File: config.mk
export PLATFORM = sky130hd
export DESIGN_NAME = sram_array_ctrl
export DESIGN_NICKNAME = d
export VERILOG_FILES = /design/src/rtl/sram_array_ctrl.sv
export SDC_FILE = /design/constraint.sdc
export NUM_CORES = 1
export LEC_CHECK = 0
export CAP_MARGIN = 20
export CORE_AREA = 2 2 69 71
export CTS_BUF_LIST = sky130_fd_sc_hd__clkbuf_4
export DETAILED_ROUTE_END_ITERATION = 10
export DIE_AREA = 0 0 71 73
export HOLD_SLACK_MARGIN = 0.08
export PLACE_DENSITY = 0.8
export SLEW_MARGIN = 20
export SYNTH_ARGS = -nofsm -noshare
export SYNTH_HDL_FRONTEND = slang
export SYNTH_SLANG_ARGS = --single-unit
File: constraint.sdc
create_clock -name clk -period 2.6 [get_ports clk]
set_input_delay 0.52 -clock clk [delete_from_list [all_inputs] [get_ports clk]]
set_output_delay 0.52 -clock clk [all_outputs]
set_load 0.005 [all_outputs]
File: src/rtl/sram_array_ctrl.sv
// Request sequencer for a ROWS x COLS SRAM bitcell array: wordline/bitline/row-select timing and read capture.
// Define SRAM_CTRL_VERIFY_EN to add a read-back compare after every write (result on err).
module sram_array_ctrl #(
  parameter int AW        = 3,
  parameter int COLS      = 8,
  parameter int WL_CYCLES = 2
) (
  input  logic                clk,
  input  logic                rst_n,
  input  logic                req,
  input  logic                we,
  input  logic [AW-1:0]       addr,
  input  logic [COLS-1:0]     wdata,
  output logic                busy,
  output logic                ack,
  output logic [COLS-1:0]     rdata,
  output logic                err,
  output logic [(1<<AW)-1:0]  wl,
  output logic [COLS-1:0]     bl,
  output logic [(1<<AW)-1:0]  rsel,
  input  logic [COLS-1:0]     q_in
);
  localparam int ROWS = 1 << AW;

  if (WL_CYCLES < 1 || WL_CYCLES > 15) begin : g_bad_wl_cycles
    $error("sram_array_ctrl: WL_CYCLES must be in 1..15");
  end

  localparam logic [3:0] WL_LAST = 4'(WL_CYCLES - 1);
  localparam logic [3:0] SENSE_LAST = 4'd1;

  typedef enum logic [2:0] {S_IDLE, S_SETUP, S_ACT, S_HOLD, S_SENSE, S_DONE} state_t;

  state_t            state_q, state_d;
  logic [3:0]        cnt_q, cnt_d;
  logic              we_q, we_d;
  logic [AW-1:0]     addr_q, addr_d;
  logic [COLS-1:0]   wdata_q, wdata_d;
  logic [COLS-1:0]   rdata_q, rdata_d;
  logic              err_q, err_d;
  logic              busy_q, busy_d;
  logic              ack_q, ack_d;
  logic [ROWS-1:0]   wl_q, wl_d;
  logic [COLS-1:0]   bl_q, bl_d;
  logic [ROWS-1:0]   rsel_q, rsel_d;
  logic [ROWS-1:0]   row_oh;

  always_comb begin
    state_d = state_q;
    cnt_d   = cnt_q;
    we_d    = we_q;
    addr_d  = addr_q;
    wdata_d = wdata_q;
    rdata_d = rdata_q;
    err_d   = err_q;
    case (state_q)
      S_IDLE: if (req) begin
        we_d    = we;
        addr_d  = addr;
        wdata_d = wdata;
        state_d = we ? S_SETUP : S_SENSE;
        cnt_d   = SENSE_LAST;
      end
      S_SETUP: begin
        state_d = S_ACT;
        cnt_d   = WL_LAST;
      end
      S_ACT: begin
        if (cnt_q == 4'd0) state_d = S_HOLD;
        else               cnt_d   = cnt_q - 4'd1;
      end
      S_HOLD: begin
`ifdef SRAM_CTRL_VERIFY_EN
        state_d = S_SENSE;
        cnt_d   = SENSE_LAST;
`else
        state_d = S_DONE;
`endif
      end
      S_SENSE: begin
        if (cnt_q == 4'd0) begin
          // q_in has settled through the row mux for two cycles; capture it on entry to DONE
          state_d = S_DONE;
          if (!we_q) rdata_d = q_in;
`ifdef SRAM_CTRL_VERIFY_EN
          if (we_q) err_d = (q_in != wdata_q);
`endif
        end else begin
          cnt_d = cnt_q - 4'd1;
        end
      end
      S_DONE:  state_d = S_IDLE;
      default: state_d = S_IDLE;
    endcase
`ifndef SRAM_CTRL_VERIFY_EN
    err_d = 1'b0;
`endif
  end

  // Outputs are registered copies of the decode of the next state, so they line up with state_q.
  always_comb begin
    row_oh = {{(ROWS-1){1'b0}}, 1'b1} << addr_d;
    busy_d = (state_d != S_IDLE);
    ack_d  = (state_d == S_DONE);
    wl_d   = (state_d == S_ACT) ? row_oh : '0;
    rsel_d = (state_d == S_SENSE) ? row_oh : '0;
    bl_d   = (state_d == S_SETUP || state_d == S_ACT || state_d == S_HOLD) ? wdata_d : '0;
  end

  always_ff @(posedge clk or negedge rst_n) begin
    if (!rst_n) begin
      state_q <= S_IDLE;
      cnt_q   <= '0;
      we_q    <= 1'b0;
      addr_q  <= '0;
      wdata_q <= '0;
      rdata_q <= '0;
      err_q   <= 1'b0;
      busy_q  <= 1'b0;
      ack_q   <= 1'b0;
      wl_q    <= '0;
      bl_q    <= '0;
      rsel_q  <= '0;
    end else begin
      state_q <= state_d;
      cnt_q   <= cnt_d;
      we_q    <= we_d;
      addr_q  <= addr_d;
      wdata_q <= wdata_d;
      rdata_q <= rdata_d;
      err_q   <= err_d;
      busy_q  <= busy_d;
      ack_q   <= ack_d;
      wl_q    <= wl_d;
      bl_q    <= bl_d;
      rsel_q  <= rsel_d;
    end
  end

  assign busy  = busy_q;
  assign ack   = ack_q;
  assign rdata = rdata_q;
  assign err   = err_q;
  assign wl    = wl_q;
  assign bl    = bl_q;
  assign rsel  = rsel_q;

endmodule

==> metrics.txt <==
vias in the first global route=1,418; syn nets=192; RSZ-0062 raised after global routing=false; Final GP Congestion=0.7702; Syn Area/Cell=12.65 sq um; routed length per instance=13.36 microns; CTS tree=yes; n_diodes=0; Vias/cell=5.021; clock latency at the later pin of the worst-skew pair=0.37 ns; placed instance count=276; critical path type=reg -> reg; minimum clock period=2.132 ns; IO Port Bufs=56; Top FF cell, synth=dfrtp_1; DR vias=1,426; Max clock buf depth=2; Synth Area in Compound Gates=5.359%; library cells used by synthesis=32; Seq/Total Area, Yosys=62.43%; Resized Gates After CTS=0; CTS sink cnt=53; Die Width=71 microns; TNS Setup=0 ns; worst-path cell chain=inv_1 -> ha_1 -> nor3b_1 -> nand2_1 -> nor2_4 -> mux2_2; drt drc=0; total leakage power=1.235 nW; Slew headroom=53.57%; largest net degree at the start of global routing=33; Buf/Inv on CP=1; DRT iter0 DRCs=102; Worst path max stage delay=0.44 ns; measured slew at the worst slew-check pin=0.6964 ns; synthesized flop and latch total=53; Root Buffer=clkbuf_4; Area Overhead vs Synth=32.33%; Die Y=73 microns; max-cap viol count=0; Post-Syn Instances=168; CORE AREA=4536 sq um; worst path required time=2.87 ns; CP Launch Type=flip-flop; status=completed; main combinational cell family by area after synthesis=simple AND/OR/NAND/NOR gates; VDD IR-drop max=460.3 uV; final std cells w/o fill=284; Slew Limit Fails=0; clk_skew=0.01343 ns; I/O pins=58; first-pass GRT wire length=6610 microns; CTS HTree Levels=2; asr flop ratio synth=100.0%; Initial Util=46.84%; initial antenna violation count=0; CTS hold repair buffers=0; Largest delay share family, worst path=simple AND/OR/NAND/NOR gates; Post-synth EDFFs=0; share of cells above drive strength 1=16.96%; Pwr Density=1033 nW/um^2; Overflow after GRT=0; Yosys warnings=0; Reg clk slew, reported paths=0.15 ns; Setup Buffers After CTS=0; cell area after synthesis=2125 sq um; total wire length=3795 microns; Tot GR Track Use=16.50%; nets=253; Final Setup Violations=0; fin crit share=81.99%; Crit. End Element=flip-flop; Crit-path slowest cell=nor3b_1; TritonCTS Buffers=5; Final Hold Fails=0; XOR/XNOR Fraction of Synth Area=0.4122%; mux contribution to synthesized area=11.54%; cell row count=25; Max FO, Critical Path=8; Final ANT Viol Nets=0; first drt pass iteration count=4; HP Class=in -> async; Critical Path AT=2.40 ns; fmax=469.1 MHz; post-synthesis adder-cell area fraction=0.5889%; Post-Synth Simple-Gate Area=15.90%; die area=5183 sq um; post-DP HPWL=2847 microns
-- layout make-up --
type | count | area (sq um)
fillers | 358 | 1724
inverters | 7 | 26.28
clock inverters | 2 | 38.79
repair buffers | 60 | 585.6
well taps | 54 | 67.56
multi-input cells | 102 | 721.9
clock buffers | 6 | 45.04
flip-flops and latches | 53 | 1326
-- routing by layer --
metal	routed length, microns	GRT usage, %	vias up
li1	-	-	688
met1	1612	20.73	690
met2	1956	27.73	43
met3	187	4.420	5
met4	40	5.870	0
met5	0	0	-
-- worst register-to-register path: cells and delay by family (launching register included) --
| kind | cells | cell delay (ns) |
|---|---|---|
| mux | 1 | 0.37 |
| fa+ha+maj | 1 | 0.17 |
| buf+inv | 1 | 0.09 |
| simple gates | 3 | 1.01 |
| flops | 1 | 0.40 |
-- sequential cells by signal, indices dropped and copies added, names as in the netlist --
register / flops
ack: 1
addr_q: 3
bl: 8
busy: 1
cnt_q: 4
rdata: 8
rsel: 8
state_q: 3
wdata_q: 8
we_q: 1
wl: 8
-- metrics by stage --
stage	utilization (%)	power (W)	hold WS [ns]	setup slack, ns	instance area [sq um]
6_report	61.99	0.002903	0.1754	0.4684	2811
5_1_grt	61.99	0.003128	0.2090	0.2354	2811
4_1_cts	61.99	0.002938	0.1830	0.4680	2811
3_5_place_dp	60.14	0.002479	0.4807	0.3245	2728
3_3_place_gp	60.14	0.002433	0.4765	0.3954	2728
2_1_floorplan	-	0.001972	0.2244	0.8334	2125
-- synthesized netlist by cell type, types with 2 or more instances --
| library cell | count | area, sq um |
|---|---|---|
| dfrtp_1 | 53 | 1326 |
| inv_1 | 6 | 22.52 |
| mux2i_1 | 2 | 20.02 |
| nand3_1 | 6 | 30.03 |
| a31oi_1 | 4 | 25.02 |
| a21oi_1 | 4 | 20.02 |
| buf_4 | 3 | 22.52 |
| nor3b_1 | 4 | 30.03 |
| o21ai_0 | 6 | 30.03 |
| nor3_1 | 4 | 20.02 |
| nor2b_1 | 9 | 56.30 |
| buf_6 | 2 | 22.52 |
| nor2_1 | 18 | 67.56 |
| or4_1 | 2 | 15.01 |
| nand2_1 | 7 | 26.28 |
| nand2b_1 | 3 | 18.77 |
| mux2_2 | 20 | 225.2 |
-- power by group --
group	switching (W)	internal, W	leakage (nW)
registers	0.000179	0.00112	0.684
clock network	0.000247	0.000216	0.0459
logic	0.000465	0.000675	0.505
total	0.000892	0.00201	1.24
-- cell families after synthesis --
kind of cell / count (synthesis)
buffers and inverters: 13
AO/OA/AOI/OAI: 18
flip-flops: 53
XOR/XNOR: 1
multiplexers: 22
adder cells (fa/ha/maj): 1
other: 1
AND/OR/NAND/NOR: 59
-- final timing paths --
path	from	end	cells past startpoint	slack, ns
max	cnt_q[0]	rdata[3]	6	0.47
min	rst_n	state_q[2]	1	0.18
min reg2reg	wdata_q[6]	wdata_q[6]	1	0.51
max reg2reg	cnt_q[0]	rdata[3]	6	0.47
max in group asynchronous	rst_n	rdata[3]	2	1.78
min in group clk	wdata_q[6]	wdata_q[6]	1	0.51
-- placed cells by master (no fill, tap or decap), types with 2 or more instances in the layout --
cell             netlist  routed
o21ai_0                6       6
a31oi_1                4       4
buf_4                  3       4
mux2i_1                2       2
dfrtp_1               53      53
inv_1                  6       6
nor2b_1                9       9
mux2_2                20      20
clkdlybuf4s50_1        0      55
clkbuf_4               0       6
a21oi_1                4       4
nand3_1                6       6
nand2_1                7       7
or4_1                  2       2
nor3b_1                4       4
nor3_1                 4       4
nor2_1                18      18
nand2b_1               3       3
Note: power is estimated with default switching activity, not from simulation.
